--- src/rtl/tdm_mux_8x1_pkg.sv ---
// Shared definitions for the 8-channel TDM collector and its demultiplexer counterpart.
// The channel-index type doubles as the demux select so both sides agree on encoding.
package tdm_pkg;

  localparam int NUM_CH = 8;
  localparam int CH_W   = 3;

  typedef logic [CH_W-1:0] ch_idx_t;

  // Channel index 'off' positions after 'base', wrapping 7 -> 0.
  function automatic ch_idx_t ch_offset(ch_idx_t base, int off);
    return base + ch_idx_t'(off);
  endfunction

endpackage

--- src/rtl/tdm_mux_8x1_if.sv ---
// Bundle of per-channel input handshakes and the serialized tagged output stream.
// slave is the collector side, master is whoever feeds sources and sinks the stream.
interface tdm_mux_8x1_if #(parameter int DATA_W = 8);
  import tdm_pkg::*;

  logic [NUM_CH-1:0]        in_valid;
  logic [NUM_CH*DATA_W-1:0] in_data;
  logic [NUM_CH-1:0]        in_ready;
  logic                     out_valid;
  logic [DATA_W-1:0]        out_data;
  ch_idx_t                  out_sel;
  logic                     out_ready;

  modport slave (
    input  in_valid, in_data, out_ready,
    output in_ready, out_valid, out_data, out_sel
  );

  modport master (
    output in_valid, in_data, out_ready,
    input  in_ready, out_valid, out_data, out_sel
  );

endinterface

--- src/rtl/tdm_mux_8x1_rr_arbiter.sv ---
// Round-robin arbiter over the eight holding-register full flags.
// The pointer only moves when a grant is actually taken by the output register.
module rr_arbiter_8
  import tdm_pkg::*;
(
  input  logic              clk,
  input  logic              rst_n,
  input  logic [NUM_CH-1:0] req,
  input  logic              advance,
  output logic [NUM_CH-1:0] grant_oh,
  output ch_idx_t           grant_idx,
  output logic              grant_valid
);

  ch_idx_t last_grant;

  // Search starts one past the last winner; offset NUM_CH revisits last_grant itself.
  always_comb begin
    grant_valid = 1'b0;
    grant_idx   = '0;
    for (int k = 1; k <= NUM_CH; k++) begin
      if (!grant_valid && req[ch_offset(last_grant, k)]) begin
        grant_valid = 1'b1;
        grant_idx   = ch_offset(last_grant, k);
      end
    end
  end

  assign grant_oh = grant_valid ? (NUM_CH'(1) << grant_idx) : '0;

  always_ff @(posedge clk or negedge rst_n) begin
    if (!rst_n) begin
      last_grant <= ch_idx_t'(NUM_CH - 1);
    end else if (advance && grant_valid) begin
      last_grant <= grant_idx;
    end
  end

endmodule

--- src/rtl/tdm_mux_8x1.sv ---
// Eight-channel time-division collector: one holding register per channel, a
// round-robin pick among full channels, and a tagged valid/ready output register.
module tdm_mux_8x1
  import tdm_pkg::*;
#(
  parameter int DATA_W = 8
)
(
  input  logic          clk,
  input  logic          rst_n,
  tdm_mux_8x1_if.slave  bus
);

  logic [NUM_CH-1:0] full;
  logic [DATA_W-1:0] hold_data [NUM_CH];
  logic              load;
  logic [NUM_CH-1:0] grant_oh;
  ch_idx_t           grant_idx;
  logic              grant_valid;

  assign bus.in_ready = ~full;
  assign load         = !bus.out_valid || bus.out_ready;

  rr_arbiter_8 u_arb (
    .clk         (clk),
    .rst_n       (rst_n),
    .req         (full),
    .advance     (load),
    .grant_oh    (grant_oh),
    .grant_idx   (grant_idx),
    .grant_valid (grant_valid)
  );

  // A granted channel is never ready in the same cycle, so release always wins.
  always_ff @(posedge clk or negedge rst_n) begin
    if (!rst_n) begin
      full <= '0;
    end else begin
      for (int i = 0; i < NUM_CH; i++) begin
        if (load && grant_oh[i]) begin
          full[i] <= 1'b0;
        end else if (bus.in_valid[i] && !full[i]) begin
          full[i] <= 1'b1;
        end
      end
    end
  end

  always_ff @(posedge clk) begin
    for (int i = 0; i < NUM_CH; i++) begin
      if (bus.in_valid[i] && !full[i]) begin
        hold_data[i] <= bus.in_data[i*DATA_W +: DATA_W];
      end
    end
  end

  // Data and tag only change on a grant, which keeps them stable under backpressure.
  always_ff @(posedge clk or negedge rst_n) begin
    if (!rst_n) begin
      bus.out_valid <= 1'b0;
      bus.out_data  <= '0;
      bus.out_sel   <= '0;
    end else if (load) begin
      bus.out_valid <= grant_valid;
      if (grant_valid) begin
        bus.out_data <= hold_data[grant_idx];
        bus.out_sel  <= grant_idx;
      end
    end
  end

endmodule

--- src/flat_wrapper.sv ---
// flat-port wrapper written by rule: the top's interface ports become plain ports
module tdm_mux_8x1_flat import tdm_pkg::*;
#(
  parameter int DATA_W = 8
)
  (clk, rst_n, bus_in_valid, bus_in_data, bus_out_ready, bus_in_ready, bus_out_valid, bus_out_data, bus_out_sel);
  tdm_mux_8x1_if #(.DATA_W(DATA_W)) bus_i ();
  input  logic clk;
  input  logic rst_n;
  input wire logic [$bits(bus_i.in_valid)-1:0] bus_in_valid;
  input wire logic [$bits(bus_i.in_data)-1:0] bus_in_data;
  input wire logic [$bits(bus_i.out_ready)-1:0] bus_out_ready;
  output wire logic [$bits(bus_i.in_ready)-1:0] bus_in_ready;
  output wire logic [$bits(bus_i.out_valid)-1:0] bus_out_valid;
  output wire logic [$bits(bus_i.out_data)-1:0] bus_out_data;
  output wire logic [$bits(bus_i.out_sel)-1:0] bus_out_sel;
  assign bus_i.in_valid = bus_in_valid;
  assign bus_i.in_data = bus_in_data;
  assign bus_i.out_ready = bus_out_ready;
  assign bus_in_ready = bus_i.in_ready;
  assign bus_out_valid = bus_i.out_valid;
  assign bus_out_data = bus_i.out_data;
  assign bus_out_sel = bus_i.out_sel;
  tdm_mux_8x1 #(.DATA_W(DATA_W)) u_core (.clk(clk), .rst_n(rst_n), .bus(bus_i));
endmodule
--- config.mk ---
export PLATFORM = sky130hd
export DESIGN_NAME = tdm_mux_8x1_flat
export DESIGN_NICKNAME = d
export VERILOG_FILES = /design/src/rtl/tdm_mux_8x1_pkg.sv /design/src/rtl/tdm_mux_8x1_if.sv /design/src/rtl/tdm_mux_8x1_rr_arbiter.sv /design/src/rtl/tdm_mux_8x1.sv /design/src/flat_wrapper.sv
export SDC_FILE = /design/constraint.sdc
export NUM_CORES = 1
export LEC_CHECK = 0
export ABC_AREA = 1
export CORE_MARGIN = 4
export CORE_UTILIZATION = 51
export CTS_CLUSTER_SIZE = 16
export DETAILED_ROUTE_END_ITERATION = 16
export HOLD_SLACK_MARGIN = 0.1
export PLACE_DENSITY = 0.8
export SYNTH_ARGS = -nofsm -noshare
export SYNTH_HDL_FRONTEND = slang
export SYNTH_SLANG_ARGS = --single-unit
--- constraint.sdc ---
create_clock -name clk -period 3.8 [get_ports clk]
set_input_delay 0.57 -clock clk [delete_from_list [all_inputs] [get_ports clk]]
set_output_delay 0.57 -clock clk [all_outputs]
set_load 0.005 [all_outputs]
==> Yosys cells after proc, flatten, opt, wreduce, memory -nomap -nowiden <==
Memories as Yosys holds them, arrays and structs flattened. A register that Yosys moved wholly into a read port is not among the register bits.
Cells that the tools add are included.
{ "totals": {"register_bits": 15, "ramBits": 64, "inputBits": 75, "output_inout_bits": 20, "elab_cells": 145, "memories": 1} }
{ "classes": {"n_addsub": 7, "order_cmp": 8, "n_shift": 1, "muxes": 65, "bitwise_logic": 1, "reduce_logical": 51} }
{ "memory_table": {"columns": ["name", "depth", "word_bits", "read_ports", "rd_clocked_by_memory_dff", "wr", "line_no", "rtl"], "rows": [
  ["u_core.hold_data", 8, 8, 1, 1, 8, "tdm_mux_8x1.sv:15", "logic [DATA_W-1:0] hold_data [NUM_CH];"]
]} }
{ "ops": {"columns": ["operator", "count"], "rows": [
  ["$mux 1", 48],
  ["$lt 3x4->1 const B", 8],
  ["$bmux 1 s3", 8],
  ["$logic_and 1x1->1", 24],
  ["$mux 3", 8],
  ["$logic_not 1->1", 17],
  ["$reduce_bool 2->1", 8],
  ["$add 3x3->3 const B", 4],
  ["$mux 8", 1],
  ["$not 8->8", 1],
  ["$shl 1x3->8 const A", 1],
  ["$add 3x2->3 const B", 2],
  ["$add 3x1->3 const B", 1],
  ["$reduce_and 2->1", 1],
  ["$logic_or 1x1->1", 1]
]} }

==> Longest topological paths before layout <==
Gate-level depths: netlist of run 1.
{ "depth": {"ltp_word": 29, "ltp_mapped": 23, "depth_no_buf": 20} }

==> Cells and area by module <==
Synthesis of run 1 repeated with hierarchy kept, for this count alone.
{ "unflattened": {"hier_cells": 482, "hier_area_um2": 4448.0} }
{ "by_module_without_submodules": {"columns": ["module", "instances", "cells_each", "area_per_inst_um2", "seq_area_each_um2"], "rows": [
  ["tdm_mux_8x1", 1, 311, 3454.6, 2422.3],
  ["rr_arbiter_8", 1, 171, 993.5, 78.8]
]} }

==> Worst setup path before layout of run 1 <==
Ideal clock, no wire load.
{ "synth_timing": {"path_kind": "reg2reg", "from": "register u_core.u_arb.last_grant[0]", "to": "register u_core.bus.out_data[0] (read register of u_core.hold_data)", "setup_ps": 124, "arrival_time_ps": 2698, "t_required_ps": 3676, "path_slack_ps": 978, "path_stages_with_launch": 22, "n_path_buf": 3, "period_less_slack_ps": 2822, "cell_sequence": "dfstp_2 > buf_6 > inv_2 > buf_6 > ha_1 > inv_2 > nand3_1 > nand3_1 > nand2_2 > nor2_4 > nand4_2 > nor2_4 > nand2_2 > nand3_4 > nand2_4 > buf_6 > nand2_1 > nand2_1 > nand2_1 > nand2_1 > nand2_1 > nand3_1"} }
{ "synth_between": {"elab_chain_len": 26, "elab_cells_between_ends": 54, "cone_classes": "add/sub (7); mux (32); reduce/logical (15)"} }
{ "synth_lines": {"columns": ["item", "line_no", "rtl"], "rows": [
  ["start: declaration", "tdm_mux_8x1_rr_arbiter.sv:15", "ch_idx_t last_grant;"],
  ["start signal: assignment", "tdm_mux_8x1_rr_arbiter.sv:33", "last_grant <= ch_idx_t'(NUM_CH - 1);"],
  ["start signal: assignment", "tdm_mux_8x1_rr_arbiter.sv:35", "last_grant <= grant_idx;"],
  ["$add 3x1->3", "tdm_mux_8x1_pkg.sv:12", "return base + ch_idx_t'(off);"],
  ["$bmux 1 s3", "tdm_mux_8x1_rr_arbiter.sv:22", "if (!grant_valid && req[ch_offset(last_grant, k)]) begin"],
  ["$mux 1 (not written as such)", "tdm_mux_8x1_rr_arbiter.sv:22", null],
  ["$mux 1", "tdm_mux_8x1_rr_arbiter.sv:22", null],
  ["$logic_not 1->1", "tdm_mux_8x1_rr_arbiter.sv:22", null],
  ["$logic_and 1x1->1", "tdm_mux_8x1_rr_arbiter.sv:22", null],
  ["$mux 1", "tdm_mux_8x1_rr_arbiter.sv:22", null],
  ["$logic_not 1->1", "tdm_mux_8x1_rr_arbiter.sv:22", null],
  ["(+10 left out)", null, null],
  ["$mux 1", "tdm_mux_8x1_rr_arbiter.sv:22", null],
  ["$logic_not 1->1", "tdm_mux_8x1_rr_arbiter.sv:22", null],
  ["$logic_and 1x1->1", "tdm_mux_8x1_rr_arbiter.sv:22", null],
  ["$mux 1", "tdm_mux_8x1_rr_arbiter.sv:22", null],
  ["$logic_not 1->1", "tdm_mux_8x1_rr_arbiter.sv:22", null],
  ["$logic_and 1x1->1", "tdm_mux_8x1_rr_arbiter.sv:22", null],
  ["$mux 1", "tdm_mux_8x1_rr_arbiter.sv:22", null],
  ["$reduce_and 2->1 (no line)", null, null],
  ["end: declaration", "tdm_mux_8x1_if.sv:16", "output in_ready, out_valid, out_data, out_sel"]
]} }
Several ways; a longest one is shown, not always the timed one. The select of a mux whose other input is x is not followed.
A chain may end at the register's enable or synchronous reset.

==> Final worst setup path of run 1 <==
{ "layout_timing": {"from": "register u_core.u_arb.last_grant[0]", "to": "register u_core.bus.out_data[2] (read register of u_core.hold_data)"} }
The elaborated chain is that of the path after synthesis.

==> impl_metrics.env, run 1 <==
export IMPL_path_max_fanout=35
export IMPL_postCtsHoldBufs=0
export IMPL_setup_tns_ns=0
export IMPL_synth_nets=545
export IMPL_layout_min_cycle_time_ns=3.40
export IMPL_ys_ff_latch=87
export IMPL_rsz0062_at_grt="no"
export IMPL_maxCapViolCount=0
export IMPL_gr_total_overflow=0
export IMPL_worstPathCellList="inv_2 > ha_1 > inv_2 > nand3_1 > nand3_1 > nand2_2 > nor2_4 > nand4_2 > nor2_4 > nand2_2 > nand3_4 > nand2_4 > nand2_1 > nand2_1 > nand2_1 > nand2_1 > nand2_1 > nand3_1"
export IMPL_clkSinkCount=87
export IMPL_cts_resized=0
export IMPL_rr_worst_depth=18
export IMPL_worst_pin_slew_ns=1.10
export IMPL_grt_max_degree=36
export IMPL_dieArea_um2=10100
export IMPL_io_pins=95
export IMPL_avgSynthCellArea_um2=9.35
export IMPL_path_class="register to register"
export IMPL_cts_root_buf="clkbuf_8"
export IMPL_diodes=0
export IMPL_critPathMaxStageDelay_ns=0.67
export IMPL_fp_dieW_um=101
export IMPL_ys_async_sr_fraction=0.264
export IMPL_crit_path_end_kind="register"
export IMPL_fin_nets=635
export IMPL_track_usage=0.231
export IMPL_crit_start="u_core.u_arb.last_grant[0]"
export IMPL_worstSetupEndpoint="u_core.bus.out_data[2]"
export IMPL_wl_mm=11.4
export IMPL_arrival_ns=3.66
export IMPL_gr_max_usage_layer="met2"
export IMPL_die_height_um=101
export IMPL_cp_slowest_cell="dfstp_2"
export IMPL_gp_congestion=0.919
export IMPL_gr_usage_met3=0.0311
export IMPL_syn_area_um2=4380
export IMPL_route_detailed_drc=0
export IMPL_hold_class="register to register"
export IMPL_cts_buffers=9
export IMPL_cts_setup_buffers=0
export IMPL_rr_endpoint="u_core.bus.out_data[2]"
export IMPL_startpoint_type="register"
export IMPL_cts_tree="done"
export IMPL_use_met2=0.424
export IMPL_synthCells=468
export IMPL_yosysTopAreaCell="edfxtp_1"
export IMPL_synth_common_cells="nand2_1 (187), edfxtp_1 (64), nand3_1 (62), inv_1 (27), dfrtp_1 (20)"
export IMPL_drt_iter0_drc=244
export IMPL_maxClockFrequency_mhz=294
export IMPL_synthDistinctLibCells=34
export IMPL_design_core_area_um2=8300
export IMPL_antenna_found_initial=0
export IMPL_final_seq_area_um2=2500
export IMPL_dp_hpwl_mm=8.71
export IMPL_synth_most_common_cell="nand2_1"
export IMPL_insertion_delay_ns=0.36
export IMPL_slew_headroom=0.263
export IMPL_ys_flop_type="edfxtp_1"
export IMPL_min_period_over_period=0.895
export IMPL_synth_edf_count=64
export IMPL_nFillCells=675
export IMPL_rr_startpoint="u_core.u_arb.last_grant[0]"
export IMPL_vias=3599
export IMPL_synth_area_leaders="edfxtp_1 (44%), nand2_1 (16%), dfrtp_1 (11%)"
export IMPL_h_tree_depth=3
export IMPL_drt_wirelength_per_cell_um=17.0
export IMPL_min_from="u_core.bus.out_sel[1]"
export IMPL_multi_input_area_um2=1580
export IMPL_path_clk_slew_ns=0.09
export IMPL_std_cell_rows=33
export IMPL_syn2layout_area_growth_pct=25.8
export IMPL_yosys_area_top_type_share=0.439
export IMPL_cp_required_ns=4.06
export IMPL_grt_pass1_vias=3612
export IMPL_clock_skew_ns=0.0151
export IMPL_ys_seq_area_frac=0.571
export IMPL_setup_viol=0
export IMPL_slew_viol_final=0
export IMPL_crit_top_cell="nand2_1"
export IMPL_antenna_left=0
export IMPL_yosys_warnings=0
export IMPL_grt_pass1_wl_mm=17.6
export IMPL_status="finished, final reports clean"
export IMPL_viasPerCell=5.39
export IMPL_hold_viol_final=0
export IMPL_drive_gt1_frac=0.112
export IMPL_reg2reg_slack_ns=0.40
export IMPL_start_util=0.527
export IMPL_clk_path_buf_depth=2
export IMPL_use_met1=0.271
export IMPL_firstDrtPassIters=5
export IMPL_port_buffers=94
==> flip-flops by register name (all words and copies together), names as in the netlist <==
| register | count |
|---|---|
| u_core.bus.out_valid | 1 |
| u_core.bus.out_data | 8 |
| u_core.u_arb.last_grant | 3 |
| u_core.hold_data | 64 |
| u_core.full | 8 |
| u_core.bus.out_sel | 3 |
==> cells in the final DEF, fill, tap and decap left out, drive strengths merged <==
| master | n |
|---|---|
| clkinvlp | 1 |
| inv | 41 |
| a22oi | 8 |
| xor2 | 2 |
| a21oi | 3 |
| nor3 | 1 |
| nand3 | 70 |
| nand2 | 198 |
| buf | 3 |
| clkdlybuf4s50 | 94 |
| ha | 2 |
| o21a | 2 |
| clkinv | 4 |
| o21ai | 7 |
| dfstp | 3 |
| a31oi | 1 |
| o22ai | 3 |
| xnor2 | 1 |
| dfrtp | 20 |
| edfxtp | 64 |
| clkbuf | 9 |
| nand4 | 3 |
| nor2 | 23 |
==> per-stage QoR <==
step           area (um2)   util  worst slack, ns  hold WS (ns)  instances
6_report             5500  0.663            0.400         0.484        668
5_1_grt              5500  0.663            0.114         0.532        668
3_3_place_gp         5330  0.642            0.551         0.464        652
3_5_place_dp         5330  0.642            0.476         0.467        652
4_1_cts              5500  0.663            0.454         0.491        668
2_1_floorplan        4380      -            0.978         0.274        468
==> logic make-up (layout without fill, tap and decap cells) <==
logic type / after synthesis / after routing / share of synthesized area
compound gates: 24 / 24 / 0.0372
xor+xnor: 3 / 3 / 0.00772
fa+ha+maj: 2 / 2 / 0.00572
buf+inv: 57 / 152 / 0.0666
flops: 87 / 87 / 0.571
simple gates: 295 / 295 / 0.311
==> metal layers <==
layer | part of all wire | vias to the layer above
met5 | 0 | -
met3 | 0.055 | 20
met2 | 0.54 | 140
met4 | 0.022 | 0
li1 | - | 1719
met1 | 0.38 | 1720
==> how the worst min path moves through the flow <==
| stage | endpoint | cells past startpoint |
|---|---|---|
| floorplan | u_core.bus.out_data[0] | 0 |
| global placement | u_core.bus.out_sel[2] | 2 |
| detailed placement | u_core.bus.out_sel[1] | 2 |
| CTS | u_core.bus.out_sel[1] | 2 |
| global route | u_core.bus.out_sel[2] | 2 |
| finish | u_core.bus.out_sel[1] | 2 |
==> critical path, delay by kind of cell, from the launching register on <==
kind,cells,cell delay [ns]
buffers and inverters,2,0.33
DFF,1,0.67
and+or+nand+nor,15,1.86
adders and majority gates,1,0.42
==> layout make-up <==
cell class                      instances  area share
Multi-Input combinational cell        324       0.288
Clock buffer                            9      0.0225
Clock inverter                          7     0.00977
Sequential cell                        87       0.454
Timing Repair Buffer                   97       0.175
Inverter                               39      0.0266
Tap cell                              105      0.0239
Power of run 1 is left out: the tool's default activity adds up to more than one toggle a clock period on the data nets, which glitch-free logic cannot reach.
==> run 2: changes to the inputs <==
- CORE_UTILIZATION: 51 -> 53
- CTS_BUF_LIST: default -> sky130_fd_sc_hd__clkbuf_4 sky130_fd_sc_hd__clkbuf_8
- PLACE_DENSITY: 0.8 -> 0.83
- SYNTH_HIERARCHICAL: default -> 1
==> run 2 against run 1 <==
Compared with the run above:
- critical path depth unchanged
- die area down 2.0%
- clock-buffer cell count up 1
- critical path type unchanged
- highest routed layer unchanged
==> impl_metrics.env, run 2 <==
export IMPL_grt_max_degree=34
export IMPL_synth_edf_count=64
export IMPL_h_tree_depth=3
export IMPL_maxCapViolCount=0
export IMPL_syn_area_um2=4450
export IMPL_worstPathCellList="inv_2 > ha_1 > inv_2 > nand3_1 > nand3_2 > nand2_4 > nor2_8 > nand2_2 > o21ai_0 > nand3_1 > nand2_2 > nand2_4 > inv_4 > nand2_1 > nand3_1 > nand2_1 > nand2_1 > nand3_1"
export IMPL_clock_skew_ns=0.0162
export IMPL_cts_setup_buffers=0
export IMPL_die_height_um=99.6
export IMPL_crit_path_end_kind="register"
export IMPL_hold_viol_final=0
export IMPL_min_period_over_period=0.900
export IMPL_layout_min_cycle_time_ns=3.42
export IMPL_worst_pin_slew_ns=1.14
export IMPL_syn2layout_area_growth_pct=26.3
export IMPL_cts_buffers=9
export IMPL_antenna_left=0
export IMPL_maxClockFrequency_mhz=292
export IMPL_synth_area_leaders="edfxtp_1 (43%), nand2_1 (12%), dfrtp_1 (11%)"
export IMPL_synth_nets=559
export IMPL_rsz0062_at_grt="no"
export IMPL_fp_dieW_um=99.6
export IMPL_synthDistinctLibCells=31
export IMPL_nFillCells=625
export IMPL_track_usage=0.245
export IMPL_synth_common_cells="nand2_1 (146), nand3_1 (76), edfxtp_1 (64), inv_1 (64), nor2_1 (27)"
export IMPL_cp_slowest_cell="dfstp_2"
export IMPL_std_cell_rows=33
export IMPL_place_area_um2=5410
export IMPL_firstDrtPassIters=5
export IMPL_largest_reg_flops=64
export IMPL_cts_root_buf="clkbuf_8"
export IMPL_gp_congestion=0.952
export IMPL_place_ws_ns=0.453
export IMPL_synthCells=482
export IMPL_status="finished, final reports clean"
export IMPL_final_common_cell="nand2_1"
export IMPL_worst_slack_ns=0.379
export IMPL_cts_tree="done"
export IMPL_gr_total_overflow=0
export IMPL_holdWs_ns=0.514
export IMPL_mostFrequentLayoutCells="nand2_1 (146), clkdlybuf4s50_1 (94), nand3_1 (76)"
export IMPL_yosysTopAreaCell="edfxtp_1"
export IMPL_clk_path_buf_depth=2
export IMPL_arrival_ns=3.66
export IMPL_slew_viol_final=0
export IMPL_crit_top_cell="nand3_1"
export IMPL_path_clk_slew_ns=0.09
export IMPL_drive_gt1_frac=0.100
export IMPL_top_register="u_core/hold_data"
export IMPL_yosys_area_top_type_share=0.432
export IMPL_drt_wirelength_per_cell_um=17.0
export IMPL_setup_viol=0
export IMPL_startpoint_type="register"
export IMPL_design_core_area_um2=8180
export IMPL_setup_tns_ns=0
export IMPL_io_pins=95
export IMPL_synth_most_common_cell="nand2_1"
export IMPL_wl_mm=11.6
export IMPL_drt_iter0_drc=222
export IMPL_ys_flop_type="edfxtp_1"
export IMPL_slew_headroom=0.240
export IMPL_final_area_um2=5620
export IMPL_insertion_delay_ns=0.35
export IMPL_route_detailed_drc=0
export IMPL_ys_async_sr_fraction=0.264
export IMPL_port_buffers=94
export IMPL_start_util=0.544
export IMPL_yosys_warnings=6
export IMPL_clkSinkCount=87
export IMPL_grt_pass1_vias=3642
export IMPL_antenna_found_initial=0
export IMPL_viasPerCell=5.37
export IMPL_ys_ff_latch=87
export IMPL_postCtsHoldBufs=0
export IMPL_critPathMaxStageDelay_ns=0.67
export IMPL_dieArea_um2=9920
export IMPL_diodes=0
export IMPL_hold_class="register to register"
export IMPL_avgSynthCellArea_um2=9.23
export IMPL_largest_registers="u_core/hold_data x64, u_core/bus.out_data x8, u_core/full x8"
export IMPL_fin_nets=652
export IMPL_ys_seq_area_frac=0.562
export IMPL_path_class="register to register"
export IMPL_dp_hpwl_mm=8.92
export IMPL_vias=3678
export IMPL_path_max_fanout=33
export IMPL_cp_required_ns=4.04
export IMPL_grt_pass1_wl_mm=18.7
export IMPL_cts_resized=0
-- run 2: changes by cell type after synthesis, moves of 3 or more --
| cell | delta |
|---|---|
| inv_4 | +3 |
| a21oi_1 | -3 |
| nand3_4 | -3 |
| nand2_4 | +4 |
| nand2_2 | -3 |
| nor2_1 | +11 |
| nand4_1 | +4 |
| buf_4 | -3 |
| nand3_1 | +14 |
| inv_2 | -5 |
| inv_1 | +37 |
| nor2_4 | -3 |
| nand2_1 | -41 |
-- run 2: per-stage QoR --
step                cells  utilization
finish                685        0.687
global route          685        0.687
CTS                   685        0.687
detailed placement    669        0.661
global placement      669        0.661
floorplan             482            -
-- run 2: cells by family (layout without fill, tap and decap cells) --
group                    count (synthesis)  count (layout)  share of synthesized area
flip-flops                              87              87                      0.562
adder cells (fa/ha/maj)                  2               2                    0.00562
XOR/XNOR                                 3               3                    0.00760
AND/OR/NAND/NOR                        281             281                      0.301
buffers and inverters                   88             186                     0.0937
AO/OA/AOI/OAI                           21              21                     0.0295
-- run 2: per-layer routing --
metal	global-route usage	vias to the layer above	routed length (um)
met2	0.390	194	5720
met4	0.0914	0	223
met1	0.330	1714	4710
met3	0.0554	20	985
li1	-	1750	-
met5	0	-	0
-- run 2: worst paths after layout --
path | start | slack [ns] | endpoint | depth (start not counted)
min reg2reg | u_core/bus.out_data[5] | 0.51 | u_core/bus.out_data[5] | 2
max reg2reg | u_core/u_arb/last_grant[0] | 0.38 | u_core/bus.out_data[1] | 18
max in group asynchronous | rst_n | 2.29 | u_core/bus.out_data[0] | 1
max | u_core/u_arb/last_grant[0] | 0.38 | u_core/bus.out_data[1] | 18
min in group asynchronous | rst_n | 0.82 | u_core/bus.out_data[4] | 1
min | u_core/bus.out_data[5] | 0.51 | u_core/bus.out_data[5] | 2
-- run 2: layout make-up --
cell class | count | area, um2 | area share
Clock buffer | 10 | 138 | 0.0245
Clock inverter | 6 | 72.6 | 0.0129
Inverter | 73 | 282 | 0.0501
Multi-Input combinational cell | 307 | 1530 | 0.272
Sequential cell | 87 | 2500 | 0.445
Tap cell | 105 | 131 | 0.0234
Timing Repair Buffer | 97 | 963 | 0.171
-- run 2: critical path, delay by kind of cell, from the launching register on --
| family | cells | cell delay (ns) |
|---|---|---|
| compound gates | 1 | 0.18 |
| simple gates | 13 | 1.39 |
| fa+ha+maj | 1 | 0.43 |
| buf+inv | 3 | 0.61 |
| flops | 1 | 0.67 |
Power of run 2 is left out for the same reason.
==> run 3: changes to the inputs <==
- CORE_MARGIN: 4 -> default
- CTS_CLUSTER_SIZE: 16 -> 25
- MAX_ROUTING_LAYER: default -> met4
==> run 3 against run 2 <==
Compared with the run above:
- the flow now finishes with violations (design-rule violations)
- clock-buffer cell count grew 1
- non-clock buffer count stayed put
- die area fell by 12%
- critical path depth stayed put
- first-iteration DRC count increased by 37%
- sequential share of layout area grew 0.33 points
- critical path type unchanged
==> impl_metrics.env, run 3 (same netlist as run 2, synthesis figures left out) <==
export IMPL_dp_hpwl_mm=8.92
export IMPL_syn2layout_area_growth_pct=25.4
export IMPL_status="finished with violations"
export IMPL_std_cell_rows=33
export IMPL_place_ws_ns=0.443
export IMPL_worst_slack_ns=0.378
export IMPL_drive_gt1_frac=0.0984
export IMPL_grt_max_degree=34
export IMPL_clkSinkCount=87
export IMPL_h_tree_depth=3
export IMPL_fp_dieW_um=93.6
export IMPL_maxClockFrequency_mhz=292
export IMPL_worstPathCellList="inv_2 > ha_1 > inv_2 > nand3_1 > nand3_2 > nand2_4 > nor2_8 > nand2_2 > o21ai_0 > nand3_1 > nand2_2 > nand2_4 > inv_4 > nand2_1 > nand3_1 > nand2_1 > nand2_1 > nand3_1"
export IMPL_arrival_ns=3.66
export IMPL_hold_path_endpoint="u_core/bus.out_sel[0]"
export IMPL_worst_pin_slew_ns=1.08
export IMPL_slew_viol_final=0
export IMPL_hold_viol_final=0
export IMPL_cts_buffers=9
export IMPL_start_util=0.544
export IMPL_cts_tree="done"
export IMPL_place_area_um2=5410
export IMPL_final_common_cell="nand2_1"
export IMPL_setup_viol=0
export IMPL_crit_top_cell="nand3_1"
export IMPL_cts_setup_buffers=0
export IMPL_crit_path_end_kind="register"
export IMPL_design_core_area_um2=8180
export IMPL_critPathMaxStageDelay_ns=0.67
export IMPL_mostFrequentLayoutCells="nand2_1 (146), clkdlybuf4s50_1 (94), nand3_1 (76)"
export IMPL_setup_tns_ns=0
export IMPL_path_clk_slew_ns=0.08
export IMPL_rsz0062_at_grt="no"
export IMPL_drt_iter0_drc=304
export IMPL_hold_class="register to register"
export IMPL_clock_skew_ns=0.0134
export IMPL_final_area_um2=5580
export IMPL_holdWs_ns=0.506
export IMPL_gp_congestion=0.925
export IMPL_rr_endpoint="u_core/bus.out_data[4]"
export IMPL_port_buffers=94
export IMPL_firstDrtPassIters=12
export IMPL_fin_nets=652
export IMPL_diodes=0
export IMPL_reg2reg_slack_ns=0.38
export IMPL_path_class="register to register"
export IMPL_track_usage=0.296
export IMPL_cp_required_ns=4.04
export IMPL_route_detailed_drc=2
export IMPL_top_register="u_core/hold_data"
export IMPL_clk_path_buf_depth=2
export IMPL_maxCapViolCount=0
export IMPL_gr_total_overflow=0
export IMPL_path_max_fanout=33
export IMPL_antenna_found_initial=0
export IMPL_io_pins=95
export IMPL_min_from="u_core/bus.out_sel[0]"
export IMPL_largest_registers="u_core/hold_data x64, u_core/bus.out_data x8, u_core/full x8"
export IMPL_layout_min_cycle_time_ns=3.42
export IMPL_violations="design-rule violations"
export IMPL_min_period_over_period=0.900
export IMPL_grt_pass1_vias=3616
export IMPL_cp_slowest_cell="dfstp_2"
export IMPL_grt_pass1_wl_mm=18.4
export IMPL_cts_resized=0
export IMPL_viasPerCell=5.45
export IMPL_antenna_left=0
export IMPL_vias=3728
export IMPL_rr_startpoint="u_core/u_arb/last_grant[0]"
export IMPL_insertion_delay_ns=0.35
export IMPL_dieArea_um2=8760
export IMPL_rr_worst_depth=18
export IMPL_slew_headroom=0.277
export IMPL_min_path_cells=2
export IMPL_startpoint_type="register"
export IMPL_postCtsHoldBufs=0
export IMPL_die_height_um=93.6
export IMPL_drt_wirelength_per_cell_um=17.1
export IMPL_cts_root_buf="clkbuf_8"
export IMPL_wl_mm=11.7
export IMPL_largest_reg_flops=64
[run 3: worst max-delay path: cells and delay by family, from the launching register on]
kind,cells,cell delay [ns]
and+or+nand+nor,13,1.37
DFF,1,0.67
buffers and inverters,3,0.64
adders and majority gates,1,0.43
AOI/OAI and AO/OA,1,0.19
[run 3: metrics by stage]
step,cells,utilization
CTS,684,0.682
finish,684,0.682
detailed placement,669,0.661
global placement,669,0.661
floorplan,482,-
global route,684,0.682
[run 3: routing by layer]
metal / global-route usage / wire length, um
met4: 0.0808 / 209
met1: 0.374 / 4760
met3: 0.0577 / 963
met2: 0.488 / 5770
met5: - / 0
[run 3: cell type report]
| type | instances | area, um2 |
|---|---|---|
| Inverter | 73 | 282 |
| Clock buffer | 11 | 145 |
| Tap cell | 105 | 131 |
| Sequential cell | 87 | 2500 |
| Timing Repair Buffer | 97 | 963 |
| Clock inverter | 4 | 23.8 |
| Fill cell | 622 | 2600 |
| Multi-Input combinational cell | 307 | 1530 |
[run 3: how the worst max path moves through the flow]
stage,start,end,slack [ns],cells past startpoint
2_1_floorplan,u_core/u_arb/last_grant[1],u_core/bus.out_data[0],1.03,19
3_3_place_gp,u_core/u_arb/last_grant[0],u_core/bus.out_data[0],0.52,18
3_5_place_dp,u_core/u_arb/last_grant[0],u_core/bus.out_data[0],0.44,18
4_1_cts,u_core/u_arb/last_grant[0],u_core/bus.out_data[1],0.43,16
5_1_grt,u_core/u_arb/last_grant[0],u_core/bus.out_data[4],0.006,18
6_report,u_core/u_arb/last_grant[0],u_core/bus.out_data[4],0.38,18
Power of run 3 is left out for the same reason.
